## src/rtl/booth_arbiter.sv

```systemverilog
// Round-robin front end that time-shares one 6x6 signed booth multiplier between
// NREQ requesters: latch operands, pulse start, wait LATENCY, return the product.
module booth_arbiter #(
  parameter int NREQ    = 4,
  parameter int LATENCY = 8
) (
  input  logic                clk,
  input  logic                n_rst,
  input  logic [NREQ-1:0]     req,
  input  logic [NREQ*6-1:0]   m_in,
  input  logic [NREQ*6-1:0]   q_in,
  output logic [NREQ-1:0]     gnt,
  output logic [NREQ-1:0]     rsp_valid,
  output logic [11:0]         rsp_data,
  output logic                busy,
  output logic [5:0]          mul_M,
  output logic [5:0]          mul_Q,
  output logic                mul_start,
  input  logic [11:0]         mul_result
);

  localparam int PW = (NREQ > 1) ? $clog2(NREQ) : 1;
  localparam int CW = 8;

  typedef enum logic [1:0] {
    S_IDLE  = 2'd0,
    S_ISSUE = 2'd1,
    S_WAIT  = 2'd2,
    S_DONE  = 2'd3
  } state_t;

  state_t          state_q, state_d;
  logic [PW-1:0]   ptr_q, ptr_d;
  logic [PW-1:0]   gid_q, gid_d;
  logic [CW-1:0]   cnt_q, cnt_d;
  logic [5:0]      mul_m_q, mul_m_d;
  logic [5:0]      mul_q_q, mul_q_d;
  logic [11:0]     rsp_data_q, rsp_data_d;
  logic [NREQ-1:0] gnt_q, gnt_d;
  logic [NREQ-1:0] rsp_valid_q, rsp_valid_d;
  logic            mul_start_q, mul_start_d;
  logic            busy_q, busy_d;

  logic [5:0]      m_arr [NREQ];
  logic [5:0]      q_arr [NREQ];
  logic            pick_found;
  logic [PW-1:0]   pick_idx;
  int              scan_pos;

  function automatic logic [NREQ-1:0] onehot(input logic [PW-1:0] idx);
    logic [NREQ-1:0] v;
    v      = '0;
    v[idx] = 1'b1;
    return v;
  endfunction

  // Unpack the flat operand buses into per-requester slots.
  always_comb begin
    for (int i = 0; i < NREQ; i++) begin
      m_arr[i] = m_in[6*i +: 6];
      q_arr[i] = q_in[6*i +: 6];
    end
  end

  // Round-robin pick: first requester after the last-served one, wrapping.
  always_comb begin
    pick_found = 1'b0;
    pick_idx   = '0;
    scan_pos   = 0;
    for (int k = 1; k <= NREQ; k++) begin
      scan_pos = int'(ptr_q) + k;
      if (scan_pos >= NREQ) begin
        scan_pos = scan_pos - NREQ;
      end else begin
        scan_pos = scan_pos;
      end
      if (!pick_found && req[PW'(scan_pos)]) begin
        pick_found = 1'b1;
        pick_idx   = PW'(scan_pos);
      end else begin
        pick_found = pick_found;
      end
    end
  end

  // Next-state and next-output logic; outputs are registered one cycle ahead of their state.
  always_comb begin
    state_d     = state_q;
    ptr_d       = ptr_q;
    gid_d       = gid_q;
    cnt_d       = cnt_q;
    mul_m_d     = mul_m_q;
    mul_q_d     = mul_q_q;
    rsp_data_d  = rsp_data_q;
    gnt_d       = gnt_q;
    rsp_valid_d = '0;
    mul_start_d = 1'b0;
    busy_d      = busy_q;
    case (state_q)
      S_IDLE: begin
        if (pick_found) begin
          state_d     = S_ISSUE;
          gid_d       = pick_idx;
          mul_m_d     = m_arr[pick_idx];
          mul_q_d     = q_arr[pick_idx];
          gnt_d       = onehot(pick_idx);
          mul_start_d = 1'b1;
          busy_d      = 1'b1;
        end else begin
          gnt_d  = '0;
          busy_d = 1'b0;
        end
      end
      S_ISSUE: begin
        cnt_d   = '0;
        state_d = S_WAIT;
      end
      S_WAIT: begin
        if (cnt_q == CW'(LATENCY - 1)) begin
          rsp_data_d  = mul_result;
          rsp_valid_d = onehot(gid_q);
          state_d     = S_DONE;
        end else begin
          cnt_d = cnt_q + 8'd1;
        end
      end
      S_DONE: begin
        ptr_d   = gid_q;
        gnt_d   = '0;
        busy_d  = 1'b0;
        state_d = S_IDLE;
      end
      default: begin
        gnt_d   = '0;
        busy_d  = 1'b0;
        state_d = S_IDLE;
      end
    endcase
  end

  // State and output registers with synchronous active-low reset.
  always_ff @(posedge clk) begin
    if (!n_rst) begin
      state_q     <= S_IDLE;
      ptr_q       <= PW'(NREQ - 1);
      gid_q       <= '0;
      cnt_q       <= '0;
      mul_m_q     <= 6'd0;
      mul_q_q     <= 6'd0;
      rsp_data_q  <= 12'd0;
      gnt_q       <= '0;
      rsp_valid_q <= '0;
      mul_start_q <= 1'b0;
      busy_q      <= 1'b0;
    end else begin
      state_q     <= state_d;
      ptr_q       <= ptr_d;
      gid_q       <= gid_d;
      cnt_q       <= cnt_d;
      mul_m_q     <= mul_m_d;
      mul_q_q     <= mul_q_d;
      rsp_data_q  <= rsp_data_d;
      gnt_q       <= gnt_d;
      rsp_valid_q <= rsp_valid_d;
      mul_start_q <= mul_start_d;
      busy_q      <= busy_d;
    end
  end

  assign gnt       = gnt_q;
  assign rsp_valid = rsp_valid_q;
  assign rsp_data  = rsp_data_q;
  assign busy      = busy_q;
  assign mul_M     = mul_m_q;
  assign mul_Q     = mul_q_q;
  assign mul_start = mul_start_q;

endmodule

```

## config.mk

```make
export PLATFORM = sky130hd
export DESIGN_NAME = booth_arbiter
export DESIGN_NICKNAME = d
export VERILOG_FILES = /design/src/rtl/booth_arbiter.sv
export SDC_FILE = /design/constraint.sdc
export NUM_CORES = 1
export LEC_CHECK = 0
export ABC_AREA = 1
export BUFFER_PORTS_ARGS = -buffer_cell sky130_fd_sc_hd__clkbuf_2
export CAP_MARGIN = 10
export CORE_MARGIN = 2
export CORE_UTILIZATION = 49
export DETAILED_ROUTE_END_ITERATION = 10
export GPL_TIMING_DRIVEN = 0
export HOLD_SLACK_MARGIN = 0.06
export PLACE_DENSITY = 0.8
export SETUP_SLACK_MARGIN = 0.3
export SLEW_MARGIN = 20
export SYNTH_ARGS = -nofsm -noshare
export SYNTH_HDL_FRONTEND = slang
export SYNTH_SLANG_ARGS = --single-unit
```

## constraint.sdc

```tcl
create_clock -name clk -period 2.3 [get_ports clk]
set_input_delay 0.345 -clock clk [delete_from_list [all_inputs] [get_ports clk]]
set_output_delay 0.345 -clock clk [all_outputs]
set_load 0.05 [all_outputs]
```

==> metrics.txt <==
GRT Total Usage=22.8%; DRC=0; dpl cell area=3270 µm²; most used cell, CP=nand2_1; Max Buffers Root-to-Sink=2; FF+latch count, synth=48; syn avg cell area=6.55 µm²; count leader, synth=nand2_1; number of global-route vias before repair=2,659; post-route ant nets=0; critical path peak fanout=10; Routed WL=7260 µm; Overflow after GRT=0; Final HPWL DP=5190 µm; clk sinks=48; max_cap viols=0; setup ws final=426 ps; commonest cells in the synthesized netlist=nand2_1, nor2_1, dfxtp_1; ys flop type=dfxtp_1; Worst Clk Skew=4.31 ps; CP required=2510 ps; Synth top area share=35.7%; Leakage Power=1.90 nW; minimum clock period=1870 ps; input/output buffers=99; CTS H-Tree Depth=2; total power divided by cell area=1270 nW/µm²; slowest stage delay, CP=340 ps; final hold vios=0; Final Cell Area=3550 µm²; Num CTS Buffers=5; Cells after DPL=580; Layout Area Growth over Synthesis=31.8%; measured slew at the worst slew-check pin=572 ps; root buf cell=clkbuf_8; Mapped Cells=411; CP cell instances=buf_6 -> inv_4 -> nand2_1 -> nand2_1 -> nand2_2 -> nand2_4 -> nor2_8 -> nand3_4 -> nand2_8 -> nand2_8 -> buf_8 -> nand2_1 -> nand2_1 -> nand2_1 -> nand3_1 -> nand2_1 -> inv_1; hold_ws=293 ps; Crit Path Class=reg -> reg; clock latency on the worst-skew pair=300 ps; Slew HR=61.5%; startpoint class of the critical path=register; main area contributors after synthesis=dfxtp_1, nand2_1, nand3_1, nor2_1, inv_1; drt initial violations=178; Fillers=484; CTS tree=done; setup repair after global routing missed its margin=false; Die Footprint=6100 µm²; initial antenna violation count=0; Max Slew Vio Count=0; CP max stage cell=dfxtp_1; overall die width=78.1 µm; area leader, netlist=dfxtp_1; I/O Pins=100; Die H=78.1 µm; Synthesized Nets=483; layout cells sized above 1=29.4%; Netlist Area Pre-Place=2690 µm²; Seq/Total Area, Yosys=35.7%; synth unique cells=31; drt pass-1 iters=4; layout net count=599; num rows=26; proportion of synthesized area in mux cells=0%; adder-cell share of the synthesized area=2.79%; diode count=0; Final setup viols=0; gpl congestion=0.873; simple-gate share of the synthesized area=42.8%; Fmax achieved=0.534 GHz; worst hold-check path type=in -> reg; initial core utilization=51.7%; first-pass GRT wire length=11,500 µm; largest family of logic cells by synthesized area=simple AND/OR/NAND/NOR gates; Compound-Gate Fraction of Synth Area=8.74%; VDD IR max=694 µV; EDFF count, synth=0; Final Cycle Share=81.5%; fraction of registers with async set/reset=0%; status=completed; Setup WS pre-CTS=271 ps; Worst setup EP type=register; post-synthesis xor/xnor area fraction=0.326%; CP arrival=2080 ps; Finished Layout Cells=597; Core ar.=5200 µm²; clk slew on worst S/H paths=80 ps; via count=3,028; DR vias/cell=5.07; setup TNS=0 ps; synthesis warning total=0; post-DR wirelength/cell=12.2 µm; pin count of the biggest net entering global routing=15
[per-stage QoR]
stage | util [%] | power, W
after CTS | 65.4 | 0.00432
after global routing | 68.1 | 0.00486
after detailed placement | 62.9 | 0.00360
after global placement | 62.9 | 0.00356
final | 68.1 | 0.00452
after floorplan | - | 0.00305
[state kept, by name (all words and copies together), names as in the netlist]
signal	cells
gnt	4
cnt_q	8
rsp_valid	4
mul_Q	6
busy	1
ptr_q	2
mul_start	1
gid_q	2
rsp_data	12
state_q	2
mul_M	6
[worst paths after layout]
path,endpoint,cells after the start,startpoint,slack (ps)
max,mul_Q[0]$_SDFFE_PN0P_,17,ptr_q[1]$_SDFFE_PN1N_,430
min,rsp_data[11]$_SDFFE_PN0P_,3,mul_result[11],290
max reg2reg,mul_Q[0]$_SDFFE_PN0P_,17,ptr_q[1]$_SDFFE_PN1N_,430
min reg2reg,gnt[3]$_SDFFE_PN0P_,2,gnt[3]$_SDFFE_PN0P_,470
[cell families after synthesis]
logic type | Yosys count
adder cells (fa/ha/maj) | 6
buffers and inverters | 57
AND/OR/NAND/NOR | 255
flip-flops | 48
XOR/XNOR | 1
AO/OA/AOI/OAI | 44
[area by class of cell]
class                           instances  area, µm²  area share, %
Clock inverter                          2       60.1           1.69
Timing Repair Buffer                  107        556           15.7
Buffer                                 18        131           3.71
Inverter                               39        151           4.27
Clock buffer                            5       68.8           1.94
Multi-Input combinational cell        308       1530           43.0
Tap cell                               70       87.6           2.47
Sequential cell                        48        965           27.2
[power breakdown]
part	total, W	internal, W	switching [W]
clock	0.000701	0.000428	0.000273
sequential	0.00110	0.000995	0.000109
combinational	0.00271	0.000908	0.00180
total	0.00452	0.00233	0.00219
[routing by layer]
layer  up-vias  global-route usage [%]  share of wire, %
met3         7                    4.37               7.5
met2       112                    39.7                49
met5         -                       0                 0
met4         0                    5.44              0.89
met1      1369                    29.1                43
li1       1540                       -                 -
[placed cells by master (no fill, tap or decap), drive strengths merged, types with 2 or more instances in the layout]
cell / netlist / routed
nand2: 134 / 136
clkbuf: 4 / 110
nor2: 59 / 59
nand3: 48 / 48
dfxtp: 48 / 48
inv: 39 / 39
o21ai: 25 / 25
buf: 14 / 20
a21oi: 16 / 16
ha: 6 / 6
nor3: 5 / 5
nand4: 4 / 4
o31ai: 2 / 2
nand3b: 2 / 2
nor3b: 2 / 2
bufinv: 0 / 2
[critical path: cells and delay by family, from the launching register on]
| kind | cells | cell delay [ps] |
|---|---|---|
| buffers and inverters | 4 | 360 |
| DFF | 1 | 340 |
| and+or+nand+nor | 13 | 1070 |
[timing repair]
| action | 4_1_cts | 5_1_grt |
|---|---|---|
| gates cloned | 0 | 2 |
| endpoints found under the setup margin | 8 | 31 |
| buffers inserted | 0 | 8 |
| pin swaps | 0 | 8 |
| hold buffers | 0 | 0 |
| resized for setup | 2 | 19 |
Note: power is estimated with default switching activity, not from simulation.
